## src/rtl/mem_port_arb_pkg.sv

```systemverilog
// Shared types for the unified memory port arbiter.
// Contents: arbiter state encoding, grant encoding, default widths and a
// small helper that tells whether a state owns the memory port.
package mem_port_arb_pkg;

    localparam int DEF_ADDR_W = 32;
    localparam int DEF_DATA_W = 32;

    typedef enum logic [1:0] {
        IDLE     = 2'd0,
        BUSY_MEM = 2'd1,
        BUSY_IF  = 2'd2,
        DONE     = 2'd3
    } arb_state_t;

    typedef enum logic {
        GNT_IF  = 1'b0,
        GNT_MEM = 1'b1
    } arb_grant_t;

    // True while an access is in flight on the memory port.
    function automatic logic arb_is_busy(input arb_state_t s);
        return (s == BUSY_MEM) || (s == BUSY_IF);
    endfunction

endpackage

```

## src/rtl/mem_port_arb_timeout.sv

```systemverilog
// Watchdog counter for the memory port arbiter.
// Ports:
//   clk_i    - clock, rising edge
//   rst_i    - asynchronous active-low reset
//   start_i  - count this cycle (access in flight)
//   clear_i  - synchronously zero the count (no access in flight)
//   expire_o - high in the LIMIT-th consecutive counted cycle
module mem_port_arb_timeout #(
    parameter int unsigned LIMIT = 64
) (
    input  logic clk_i,
    input  logic rst_i,
    input  logic start_i,
    input  logic clear_i,
    output logic expire_o
);

    localparam int unsigned CNT_W = (LIMIT > 1) ? $clog2(LIMIT) : 1;

    logic [CNT_W-1:0] r_cnt;

    // Count busy cycles; restart from zero whenever the port goes idle.
    always_ff @(posedge clk_i or negedge rst_i) begin
        if (!rst_i) begin
            r_cnt <= '0;
        end else if (clear_i) begin
            r_cnt <= '0;
        end else if (start_i) begin
            r_cnt <= r_cnt + 1'b1;
        end else begin
            r_cnt <= r_cnt;
        end
    end

    // Count starts at 0 in the first busy cycle, so LIMIT-1 marks the last one.
    assign expire_o = start_i & (r_cnt == CNT_W'(LIMIT - 1));

endmodule

```

## src/rtl/mem_port_arbiter.sv

```systemverilog
// Two-requester arbiter sharing one memory port between instruction fetch
// (IF) and the MEM stage. MEM has fixed priority. One access at a time over
// a req/ack handshake; a one-cycle valid pulse returns the result.
// Optional feature macro: MEM_PORT_ARB_TIMEOUT_EN (watchdog abort + err_o).
// Ports:
//   clk_i, rst_i                 - clock, async active-low reset
//   if_req_i/if_addr_i           - fetch request; if_rdata_o/if_valid_o result
//   mem_read_i/mem_write_i, mem_addr_i, mem_wdata_i - EX/MEM request
//   mem_rdata_o/mem_valid_o      - load data / completion pulse
//   stall_o                      - pipeline freeze while a request is pending
//   port_req_o/we/addr/wdata     - memory request side (registered)
//   port_rdata_i/port_ack_i      - memory response side
//   err_o                        - sticky timeout flag (feature builds only)
module mem_port_arbiter
    import mem_port_arb_pkg::*;
#(
    parameter int ADDR_W = DEF_ADDR_W,
    parameter int DATA_W = DEF_DATA_W,
    parameter int TIMEOUT_CYCLES = 64
) (
    input  logic              clk_i,
    input  logic              rst_i,
    input  logic              if_req_i,
    input  logic [ADDR_W-1:0] if_addr_i,
    output logic [DATA_W-1:0] if_rdata_o,
    output logic              if_valid_o,
    input  logic              mem_read_i,
    input  logic              mem_write_i,
    input  logic [ADDR_W-1:0] mem_addr_i,
    input  logic [DATA_W-1:0] mem_wdata_i,
    output logic [DATA_W-1:0] mem_rdata_o,
    output logic              mem_valid_o,
    output logic              stall_o,
    output logic              port_req_o,
    output logic              port_we_o,
    output logic [ADDR_W-1:0] port_addr_o,
    output logic [DATA_W-1:0] port_wdata_o,
    input  logic [DATA_W-1:0] port_rdata_i,
    input  logic              port_ack_i
`ifdef MEM_PORT_ARB_TIMEOUT_EN
    , output logic            err_o
`endif
);

    arb_state_t        r_state;
    arb_state_t        w_state_nxt;
    arb_grant_t        r_gnt;
    logic              r_port_req;
    logic              r_port_we;
    logic [ADDR_W-1:0] r_port_addr;
    logic [DATA_W-1:0] r_port_wdata;
    logic [DATA_W-1:0] r_if_rdata;
    logic [DATA_W-1:0] r_mem_rdata;
    logic              r_if_valid;
    logic              r_mem_valid;
    logic              w_mem_req;
    logic              w_abort;
    logic              w_done;
    logic [DATA_W-1:0] w_rd_data;

    assign w_mem_req = mem_read_i | mem_write_i;
    assign w_done    = port_ack_i | w_abort;
    // An aborted access returns zero instead of whatever is on the bus.
    assign w_rd_data = port_ack_i ? port_rdata_i : '0;

`ifdef MEM_PORT_ARB_TIMEOUT_EN
    logic w_expire;
    logic r_err;

    mem_port_arb_timeout #(
        .LIMIT (TIMEOUT_CYCLES)
    ) u_timeout (
        .clk_i    (clk_i),
        .rst_i    (rst_i),
        .start_i  (arb_is_busy(r_state)),
        .clear_i  (~arb_is_busy(r_state)),
        .expire_o (w_expire)
    );

    // A real ack in the expiry cycle wins over the watchdog.
    assign w_abort = w_expire & ~port_ack_i;

    // Sticky error flag, cleared only by reset.
    always_ff @(posedge clk_i or negedge rst_i) begin
        if (!rst_i) begin
            r_err <= 1'b0;
        end else if (w_abort) begin
            r_err <= 1'b1;
        end else begin
            r_err <= r_err;
        end
    end

    assign err_o = r_err;
`else
    assign w_abort = 1'b0;
`endif

    // Next-state logic: MEM beats IF in IDLE; DONE always returns to IDLE.
    always_comb begin
        w_state_nxt = r_state;
        case (r_state)
            IDLE: begin
                if (w_mem_req) begin
                    w_state_nxt = BUSY_MEM;
                end else if (if_req_i) begin
                    w_state_nxt = BUSY_IF;
                end else begin
                    w_state_nxt = IDLE;
                end
            end
            BUSY_MEM, BUSY_IF: begin
                if (w_done) begin
                    w_state_nxt = DONE;
                end else begin
                    w_state_nxt = r_state;
                end
            end
            DONE:    w_state_nxt = IDLE;
            default: w_state_nxt = IDLE;
        endcase
    end

    // State, port request fields, result capture and valid pulses.
    always_ff @(posedge clk_i or negedge rst_i) begin
        if (!rst_i) begin
            r_state      <= IDLE;
            r_gnt        <= GNT_IF;
            r_port_req   <= 1'b0;
            r_port_we    <= 1'b0;
            r_port_addr  <= '0;
            r_port_wdata <= '0;
            r_if_rdata   <= '0;
            r_mem_rdata  <= '0;
            r_if_valid   <= 1'b0;
            r_mem_valid  <= 1'b0;
        end else begin
            r_state     <= w_state_nxt;
            r_if_valid  <= 1'b0;
            r_mem_valid <= 1'b0;
            case (r_state)
                IDLE: begin
                    if (w_mem_req) begin
                        // Read and write together executes as a write.
                        r_gnt        <= GNT_MEM;
                        r_port_req   <= 1'b1;
                        r_port_we    <= mem_write_i;
                        r_port_addr  <= mem_addr_i;
                        r_port_wdata <= mem_wdata_i;
                    end else if (if_req_i) begin
                        r_gnt        <= GNT_IF;
                        r_port_req   <= 1'b1;
                        r_port_we    <= 1'b0;
                        r_port_addr  <= if_addr_i;
                        r_port_wdata <= '0;
                    end else begin
                        r_port_req   <= 1'b0;
                    end
                end
                BUSY_MEM, BUSY_IF: begin
                    if (w_done) begin
                        r_port_req <= 1'b0;
                        if (r_gnt == GNT_MEM) begin
                            r_mem_valid <= 1'b1;
                            if (!r_port_we) begin
                                r_mem_rdata <= w_rd_data;
                            end
                        end else begin
                            r_if_valid <= 1'b1;
                            r_if_rdata <= w_rd_data;
                        end
                    end
                end
                DONE:    r_port_req <= 1'b0;
                default: r_port_req <= 1'b0;
            endcase
        end
    end

    assign stall_o      = (if_req_i & ~r_if_valid) | (w_mem_req & ~r_mem_valid);
    assign if_rdata_o   = r_if_rdata;
    assign if_valid_o   = r_if_valid;
    assign mem_rdata_o  = r_mem_rdata;
    assign mem_valid_o  = r_mem_valid;
    assign port_req_o   = r_port_req;
    assign port_we_o    = r_port_we;
    assign port_addr_o  = r_port_addr;
    assign port_wdata_o = r_port_wdata;

endmodule

```

## config.mk

```make
export PLATFORM = sky130hd
export DESIGN_NAME = mem_port_arbiter
export DESIGN_NICKNAME = d
export VERILOG_FILES = /design/src/rtl/mem_port_arb_pkg.sv /design/src/rtl/mem_port_arb_timeout.sv /design/src/rtl/mem_port_arbiter.sv
export SDC_FILE = /design/constraint.sdc
export NUM_CORES = 1
export LEC_CHECK = 0
export CORE_MARGIN = 4
export CORE_UTILIZATION = 30
export CTS_CLUSTER_SIZE = 8
export DETAILED_ROUTE_END_ITERATION = 16
export PLACE_DENSITY = 0.61
export SLEW_MARGIN = 20
export SYNTH_ARGS = -nofsm -noshare
export SYNTH_HDL_FRONTEND = slang
export SYNTH_SLANG_ARGS = --single-unit
```

## constraint.sdc

```tcl
create_clock -name clk_i -period 2.5 [get_ports clk_i]
set_input_delay 0.75 -clock clk_i [delete_from_list [all_inputs] [get_ports clk_i]]
set_output_delay 0.75 -clock clk_i [all_outputs]
set_load 0.02 [all_outputs]
```

==> results.sh <==
export IMPL_status="finished, final reports clean"
export IMPL_min_path_type="input pin to async pin"
export IMPL_synth_area_um2=5309
export IMPL_synth_area_top_cells="dfrtp_1, mux2_2, mux2i_1"
export IMPL_htreeDepth=4
export IMPL_dp_cells=856
export IMPL_grt_remaining_overflow=0
export IMPL_ys_types=26
export IMPL_postCtsSetupRepairBufs=0
export IMPL_antennaDiodeCount=0
export IMPL_syn2layout_area_growth_pct=65.64
export IMPL_placed_area_um2=8238
export IMPL_powerDensity_nw_per_um2=1369
export IMPL_critPathArrivalTime_ns=1.66
export IMPL_slowest_stage="clkdlybuf4s50_1"
export IMPL_place_ws_ns=-0.4951
export IMPL_final_layout_size_suffix_gt1_share_pct=15.86
export IMPL_synth_edf_count=0
export IMPL_relSlewSlack_pct=62.64
export IMPL_die_h_um=141.0
export IMPL_drc=0
export IMPL_final_antenna_net_count=0
export IMPL_final_period_utilization_pct=96.48
export IMPL_power_leakage_nw=3.772
export IMPL_cts_inserted_buffers=17
export IMPL_fin_setup_tns_ns=0
export IMPL_place_congestion=0.7925
export IMPL_p_total_mw=12.04
export IMPL_nets=785
export IMPL_fillers=1484
export IMPL_fin_util_pct=50.84
export IMPL_drv_cap=0
export IMPL_root_buffer="clkbuf_16"
export IMPL_cts_sinks=135
export IMPL_cts_max_path_buffers=2
export IMPL_initial_core_util_pct=30.69
export IMPL_syn_nets=514
export IMPL_hpwlAfterDp_um=11020
export IMPL_grt_usage_pct=15.24
export IMPL_period_needed_ns=2.412
export IMPL_wl_per_cell_um=16.77
export IMPL_ys_seq_area_share_pct=63.63
export IMPL_async_reset_ff_share_pct=100.0
export IMPL_drtIter0Drc=91
export IMPL_synthMostInstantiatedCell="dfrtp_1"
export IMPL_synth_top_area_share_pct=63.63
export IMPL_cp_end_kind="output pin"
export IMPL_path_max_fanout=2
export IMPL_tritoncts="built"
export IMPL_ys_flop_type="dfrtp_1"
export IMPL_dieArea_um2=19890
export IMPL_setup_viol=0
export IMPL_cp_cell_sequence="clkdlybuf4s50_1, inv_1, o22ai_2, buf_4"
export IMPL_critPathLaunchType="input pin"
export IMPL_netlist_instances=379
export IMPL_fin_worst_skew_ns=0.006394
export IMPL_drt_wl_total_um=14880
export IMPL_hold_buffers=0
export IMPL_fmax_mhz=414.6
export IMPL_dr_total_vias=3967
export IMPL_slowest_delay_ns=0.49
export IMPL_synth_top_cells_by_count="dfrtp_1, mux2_2, nand2_1"
export IMPL_rows=48
export IMPL_drv_slew=0
export IMPL_clkLatencyLatePin_ns=0.41
export IMPL_fin_ws_ns=0.08788
export IMPL_hold_viol=0
export IMPL_ios=267
export IMPL_ys_warn_count=0
export IMPL_cp_data_required_time_ns=1.75
export IMPL_clkTransAtPathRegs_ns=0.06
export IMPL_fin_area_um2=8793
export IMPL_antenna_found_initial=0
export IMPL_yosysTopAreaCell="dfrtp_1"
export IMPL_firstDrtPassIters=4
export IMPL_grt_pass1_wl_um=23920
export IMPL_io_buffers=266
export IMPL_fin_hold_ws_ns=0.2794
export IMPL_worst_slew_pin_slew_ns=0.5605
export IMPL_post_layout_nonfiller_instances=887
export IMPL_grt_pass1_vias=4500
export IMPL_core_um2=17300
export IMPL_avgSynthCellArea_um2=14.01
export IMPL_crit_type="input pin to output pin"
export IMPL_synth_seq_cells=135
export IMPL_vdd_drop_max_v=0.0006488
export IMPL_rsz0062_at_grt="no"
export IMPL_chipWidth_um=141.0
export IMPL_grt_max_degree=99
export IMPL_viasPerCell=4.472
layout by cell type, fill, tap and decap left out, drive strengths merged, types with 2 or more instances in the layout:
master	instances
clkdlybuf4s50	264
o21ai	32
clkbuf	23
dfrtp	135
a21oi	2
mux2	64
nor2	4
buf	12
nand2	37
clkinvlp	2
inv	5
nand2b	2
a22o	32
mux2i	33
clkinv	5
power breakdown:
part | switching, mW | total, mW | internal [mW] | leakage [nW]
Combinational | 2.86 | 5.85 | 2.99 | 1.86
Clock | 0.873 | 2.31 | 1.44 | 0.269
Sequential | 0.588 | 3.87 | 3.29 | 1.64
Total | 4.32 | 12.0 | 7.71 | 3.77
cells by family after synthesis:
logic type / Yosys count / synth area share (%)
fa+ha+maj: 1 / 0.2356
simple gates: 46 / 3.629
flops: 135 / 63.63
compound gates: 71 / 9.404
buf+inv: 29 / 3.299
mux: 97 / 19.80
timing repair:
action	4_1_cts	5_1_grt
endpoints found under the setup margin	1	0
gates resized for setup	6	0
hold endpoints to repair	0	0
area by class of cell:
| type | instances | area (um^2) | area share (%) |
|---|---|---|---|
| well taps | 225 | 281.5 | 3.201 |
| repair buffers | 276 | 2799 | 31.83 |
| clock buffers | 23 | 478.0 | 5.435 |
| inverters | 5 | 18.77 | 0.2134 |
| flip-flops and latches | 135 | 3378 | 38.42 |
| clock inverters | 8 | 73.82 | 0.8395 |
| multi-input cells | 215 | 1764 | 20.06 |
worst paths after layout:
path	from	depth (start not counted)	endpoint	slack [ns]
worst max register to register	r_state[0]	6	mem_rdata_o[27]	0.79
worst min register to register	port_addr_o[1]	2	port_addr_o[1]	0.47
worst max-delay path	if_req_i	4	stall_o	0.09
max in group asynchronous	rst_i	2	mem_rdata_o[14]	1.55
worst min-delay path	rst_i	1	port_wdata_o[7]	0.28
min in group clk_i	port_addr_o[1]	2	port_addr_o[1]	0.47
metal layers:
layer  track usage, %  vias to the layer above  share of wire [%]
li1                 -                     1887                  -
met1            17.41                     1890                 39
met2            25.96                      172                 50
met3            6.309                       18                8.5
met4            4.997                        0                1.8
met5                0                        -                  0
worst max-delay path, delay by kind of cell:
family | cells | cell delay (ns)
AO/OA/AOI/OAI | 1 | 0.19
buffers and inverters | 3 | 0.73
state kept, by name (all words and copies together) (netlist names):
register / flops
if_rdata_o: 32
port_we_o: 1
if_valid_o: 1
port_wdata_o: 32
mem_valid_o: 1
port_addr_o: 32
port_req_o: 1
r_gnt: 1
mem_rdata_o: 32
r_state: 2
Power figures use the tool's default switching activity.
